==> config.mk <==
export PLATFORM = sky130hd
export DESIGN_NAME = lifo_multi_ch
export DESIGN_NICKNAME = d
export VERILOG_FILES = /design/src/rtl/lifo_multi_ch.sv
export SDC_FILE = /design/constraint.sdc
export NUM_CORES = 1
export LEC_CHECK = 0
export ABC_AREA = 1
export BUFFER_PORTS_ARGS = -buffer_cell sky130_fd_sc_hd__clkbuf_2
export CAP_MARGIN = 20
export CORE_ASPECT_RATIO = 1.75
export CORE_MARGIN = 2
export CORE_UTILIZATION = 35
export CTS_CLUSTER_SIZE = 24
export DETAILED_ROUTE_END_ITERATION = 7
export GPL_TIMING_DRIVEN = 0
export MAX_ROUTING_LAYER = met4
export PLACE_DENSITY_LB_ADDON = 0.05
export SLEW_MARGIN = 10
export SYNTH_ARGS = -nofsm -noshare
export SYNTH_HDL_FRONTEND = slang
export SYNTH_SLANG_ARGS = --single-unit
==> constraint.sdc <==
create_clock -name clk -period 12.8 [get_ports clk]
set_input_delay 3.84 -clock clk [delete_from_list [all_inputs] [get_ports clk]]
set_output_delay 3.84 -clock clk [all_outputs]
set_load 0.02 [all_outputs]
==> src/rtl/lifo_multi_ch.sv <==
// Multi-channel LIFO: CH independent stacks of DEPTH words behind one push and one pop port.
// Same-channel push+pop replaces the top; a flush wins over same-channel traffic silently.
module lifo_multi_ch #(
    parameter int CH      = 4,
    parameter int DEPTH   = 8,
    parameter int DATA_W  = 32,
    parameter int AF_LVL  = DEPTH - 2,
    parameter int AE_LVL  = 2,
    localparam int CH_W    = (CH > 1) ? $clog2(CH) : 1,
    localparam int DEPTH_W = $clog2(DEPTH + 1)
) (
    input  logic                  clk,
    input  logic                  nrst,
    input  logic                  w_req,
    input  logic [CH_W-1:0]       w_ch,
    input  logic [DATA_W-1:0]     w_data,
    input  logic                  r_req,
    input  logic [CH_W-1:0]       r_ch,
    output logic [DATA_W-1:0]     r_data,
    output logic                  r_valid,
    input  logic                  clr,
    input  logic [CH_W-1:0]       clr_ch,
    output logic [CH*DEPTH_W-1:0] cnt,
    output logic [CH-1:0]         empty,
    output logic [CH-1:0]         full,
    output logic [CH-1:0]         almost_empty,
    output logic [CH-1:0]         almost_full,
    output logic                  fail
);

    localparam int A_W = $clog2(DEPTH);

    localparam logic [CH_W:0]      CH_LIM  = (CH_W+1)'(CH);
    localparam logic [DEPTH_W-1:0] DEPTH_C = DEPTH_W'(DEPTH);
    localparam logic [DEPTH_W-1:0] AF_C    = DEPTH_W'(AF_LVL);
    localparam logic [DEPTH_W-1:0] AE_C    = DEPTH_W'(AE_LVL);
    localparam logic [DEPTH_W-1:0] ONE     = DEPTH_W'(1);

    logic [DATA_W-1:0]  mem_q [CH][DEPTH];
    logic [DEPTH_W-1:0] cnt_q [CH];
    logic [DEPTH_W-1:0] cnt_d [CH];
    logic [DATA_W-1:0]  r_data_q, r_data_d;
    logic               r_valid_q, r_valid_d;
    logic               fail_q, fail_d;

    logic               w_ok, r_ok, clr_ok;
    logic               w_flush, r_flush;
    logic [CH_W-1:0]    w_idx, r_idx;
    logic [DEPTH_W-1:0] w_cnt, r_cnt;
    logic               pop_acc, push_acc, replace;
    logic [A_W-1:0]     w_addr, r_addr;
    logic [DATA_W-1:0]  rd_word;

    // Out-of-range selects are steered to channel 0 so no array access goes out of bounds;
    // the accept terms below already exclude them.
    always_comb begin
        w_ok    = ({1'b0, w_ch} < CH_LIM);
        r_ok    = ({1'b0, r_ch} < CH_LIM);
        clr_ok  = clr && ({1'b0, clr_ch} < CH_LIM);
        w_idx   = w_ok ? w_ch : '0;
        r_idx   = r_ok ? r_ch : '0;
        w_cnt   = cnt_q[w_idx];
        r_cnt   = cnt_q[r_idx];
        w_flush = clr_ok && (clr_ch == w_ch);
        r_flush = clr_ok && (clr_ch == r_ch);

        pop_acc  = r_req && r_ok && !r_flush && (r_cnt != '0);
        replace  = pop_acc && w_req && w_ok && (w_ch == r_ch);
        push_acc = w_req && w_ok && !w_flush && (replace || (w_cnt != DEPTH_C));

        fail_d   = (w_req && !w_flush && !push_acc) || (r_req && !r_flush && !pop_acc);

        w_addr   = replace ? A_W'(w_cnt - ONE) : A_W'(w_cnt);
        r_addr   = A_W'(r_cnt - ONE);
        rd_word  = mem_q[r_idx][r_addr];

        r_valid_d = pop_acc;
        r_data_d  = pop_acc ? rd_word : r_data_q;
    end

    always_comb begin
        for (int k = 0; k < CH; k++) begin
            cnt_d[k] = cnt_q[k];
            if (clr_ok && (clr_ch == CH_W'(k))) begin
                cnt_d[k] = '0;
            end else if (!replace) begin
                if (push_acc && (w_idx == CH_W'(k))) cnt_d[k] = cnt_d[k] + ONE;
                if (pop_acc && (r_idx == CH_W'(k)))  cnt_d[k] = cnt_d[k] - ONE;
            end
        end
    end

    always_ff @(posedge clk or negedge nrst) begin
        if (!nrst) begin
            for (int k = 0; k < CH; k++) cnt_q[k] <= '0;
            r_data_q  <= '0;
            r_valid_q <= 1'b0;
            fail_q    <= 1'b0;
        end else begin
            for (int k = 0; k < CH; k++) cnt_q[k] <= cnt_d[k];
            r_data_q  <= r_data_d;
            r_valid_q <= r_valid_d;
            fail_q    <= fail_d;
        end
    end

    // Storage is never reset; only the counts define what is live.
    always_ff @(posedge clk) begin
        if (push_acc) mem_q[w_idx][w_addr] <= w_data;
    end

    always_comb begin
        cnt          = '0;
        empty        = '0;
        full         = '0;
        almost_empty = '0;
        almost_full  = '0;
        for (int k = 0; k < CH; k++) begin
            cnt[k*DEPTH_W +: DEPTH_W] = cnt_q[k];
            empty[k]        = (cnt_q[k] == '0);
            full[k]         = (cnt_q[k] == DEPTH_C);
            almost_empty[k] = (cnt_q[k] <= AE_C);
            almost_full[k]  = (cnt_q[k] >= AF_C);
        end
    end

    assign r_data  = r_data_q;
    assign r_valid = r_valid_q;
    assign fail    = fail_q;

endmodule

==> impl_results.md <==
- Port Buffer Count: roughly 110
- Skew final: roughly 0.029 ns
- Number of flops mapped to enable cells by yosys: a little over 1,000
- Share of cells above drive strength 1: 0.123
- Via count of the first global-routing pass: 27,087
- Reg2reg path depth: 17
- PostCTS Resize Cnt: 0
- Worst VDD drop: ~120 uV
- Die outline width: around 270 um
- Overall die area: about 120,000 um^2
- Worst Max-Slew Pin Slew: 1.23 ns
- Clock latency reported for the late side of the worst-skew pair: approximately 0.73 ns
- Count of endpoints failing setup in the final report: 0
- Mean instance size in the synthesized netlist: between 10 and 15 um^2
- Vias: 27,659
- Die extent in y: ~460 um
- Max-capacitance violation count: 0
- Net count reported at finish: between 3,000 and 4,000
- Most common cell after layout, fill and taps aside: edfxtp_1
- Crit. End Element: flip-flop
- Setup TNS: 0 ns
- Synth Net Count: about 3,200
- Placer Congestion: roughly 0.90
- Crit path from: r_ch[1]
- Wire length of the first global-routing pass: 217 mm
- Class of the tightest hold or removal check: reg -> reg
- Remaining global-route overflow: 0
- Pre-Repair DR Iteration Count: 5
- Power density cells: roughly 200 nW/um^2
- Number of primary I/O pins: around 110
- Max frequency: between 0.1 and 0.15 GHz
- Flop-to-flop setup slack: approximately 6.5 ns
- Overall fraction of global-route tracks in use: 0.264
- Number of violations reported at the end of detailed-routing iteration 0: roughly 2,700
- Post-synthesis sequential area ratio: 0.761
- Setup repair after global routing missed its margin: no
- FF+latch count, synth: between 1,000 and 1,500
- Final HPWL DP: around 110 mm
- Worst slew slack as a fraction of its limit: 0.179
- Leading cell types in the layout, fill and taps excluded: 1,024 x edfxtp_1, 861 x nand2_1, 199 x nand3_1
- Clk sink count: between 1,000 and 1,500
- Required time worst endpoint: between 10 and 15 ns
- Number of cells in the finished layout apart from fillers: around 5,000
- End point of the critical path: r_data[3]$_DFFE_PN0N_
- # DRC: 0
- Core region area: between 100,000 and 150,000 um^2
- H-tree level count: 3
- Crit share post-route: 0.757
- Outcome: finished clean
- Number of buffers on the longest clock path: 3
- Remaining antenna violation count after routing: 0
- Placed insts: about 4,900
- Number of standard cells after synthesis: around 3,200
- Min Tclk post-route: just under 10 ns
- Synthesis warning total: 0
- Leak Pwr: 17.1 nW
- Final number of hold-violating endpoints: 0
- Synth Cell Area: roughly 42,000 um^2
- Effective utilization at floorplan: 0.352
- Distinct cell type count of the synthesized netlist: 36
- Area Overhead vs Synth: 17.7%
- Worst setup path class: in -> reg
- Register clock-pin slew on the reported worst setup and hold paths: roughly 0.060 ns
- Cell Rows: 168
- Number of buffers added by the clock tree synthesis step: between 100 and 150
- Average wire length per cell after detail routing: about 32 um
- Data arrival, critical path: between 10 and 15 ns
- Root Buffer: clkbuf_16
- Critical R2R Launch: cnt[4]$_DFFE_PN0P_
- Total wire length: 159 mm
- Top_reg_cell synth: edfxtp_1
- Number of buffers added to fix hold violations after cts: 0
- Largest net degree at the start of global routing: 33
- Worst flop-to-flop path endpoint: r_data[3]$_DFFE_PN0N_
- Antenna violations before repair: 5
- Detailed-route vias per instance: 5.47
- Share of synthesized flip-flops with an asynchronous set or reset: 0.0466
- Largest driver fanout on the critical path: 11
- CTS tree: done
- Final Max Tran Viols: 0
- Post CTS Setup Buffer Count: 0
- Sort of element at the start of the critical path: input pin
per-stage QoR:
step	power (mW)	setup slack (ns)	cell area, um^2	hold slack, ns	utilization
final	9.85	3.11	49500	0.529	0.415
after global routing	10.2	3.18	49500	0.555	0.415
after CTS	9.89	3.42	49500	0.533	0.414
after detailed placement	6.72	2.66	46000	0.514	0.386
after global placement	6.65	0.931	44500	0.515	0.373
after floorplan	5.39	4.68	42000	0.605	-
cell type report:
| type | count | area, um^2 |
|---|---|---|
| antenna | 6 | 15.0 |
| buffer | 180 | 771 |
| clock buffer | 142 | 2880 |
| clock inverter | 52 | 584 |
| fill | 11155 | 69900 |
| inverter | 120 | 450 |
| multi-input combinational | 1786 | 9080 |
| sequential | 1074 | 32000 |
| tap | 1530 | 1910 |
| timing repair buffer | 163 | 1810 |
worst max-delay path, stage by stage:
cell      delay, ns
buf_4          0.15
nor2_4         0.35
buf_2          0.62
buf_2          0.50
clkbuf_1       0.64
a221oi_1       0.27
ha_1           0.47
clkbuf_1       0.35
clkbuf_1       0.63
clkbuf_1       0.85
clkbuf_1       0.63
o211ai_1       0.32
nand3_1        0.30
nand3_1        0.21
o21ai_0        0.13
flip-flops by register name, indices dropped and copies added, names as in the netlist:
name / cells
r_valid: 1
fail: 1
r_data: 32
cnt: 16
mem_q: 1024
metal layers:
| layer | GRT usage | vias to the layer above | wire (um) |
|---|---|---|---|
| met5 | - | - | 0 |
| met4 | 0.110 | 0 | 6940 |
| met3 | 0.0333 | 299 | 8030 |
| met2 | 0.471 | 1011 | 84800 |
| met1 | 0.298 | 14215 | 59500 |
| li1 | - | 12134 | - |
synth_stat cells, types with 18 or more instances:
master    count  share of area
edfxtp_1   1024           0.73
nand2_1     861          0.077
nand3_1     199          0.024
clkbuf_1    116          0.010
nor2_1      114          0.010
a22oi_1     108          0.019
inv_1       108         0.0096
a21oi_1      96          0.011
o21ai_0      96          0.011
a221oi_1     86          0.018
nand4_1      83          0.012
dfrtp_1      50          0.030
buf_2        31         0.0037
a31oi_1      23         0.0034
buf_1        22         0.0020
ha_1         19         0.0057
o311ai_0     18         0.0037
worst min path at each step:
stage | slack [ns] | depth (start not counted) | startpoint | to
floorplan | 0.61 | 2 | cnt[11]$_DFFE_PN0P_ | cnt[11]$_DFFE_PN0P_
global placement | 0.51 | 2 | cnt[11]$_DFFE_PN0P_ | cnt[11]$_DFFE_PN0P_
detailed placement | 0.51 | 2 | r_data[28]$_DFFE_PN0N_ | r_data[28]$_DFFE_PN0N_
CTS | 0.53 | 2 | r_data[18]$_DFFE_PN0N_ | r_data[18]$_DFFE_PN0N_
global route | 0.56 | 2 | cnt[11]$_DFFE_PN0P_ | cnt[11]$_DFFE_PN0P_
finish | 0.53 | 2 | r_data[18]$_DFFE_PN0N_ | r_data[18]$_DFFE_PN0N_
power by group:
| part | leakage [nW] | switching (mW) | internal (mW) |
|---|---|---|---|
| clock | 1.69 | 1.36 | 1.82 |
| sequential | 9.84 | 0.105 | 4.03 |
| combinational | 5.61 | 1.93 | 0.605 |
| total | 17.1 | 3.40 | 6.46 |
logic make-up (layout without fill, tap and decap cells):
group           Yosys count  in the layout  share of synthesized area
flops                  1074           1074                      0.761
fa+ha+maj                19             19                    0.00565
buf+inv                 300            657                     0.0290
simple gates           1284           1284                      0.128
other cells               0              6                          0
xor+xnor                 14             14                    0.00292
compound gates          469            469                     0.0736
No activity file was read; power rests on OpenSTA's default activity.
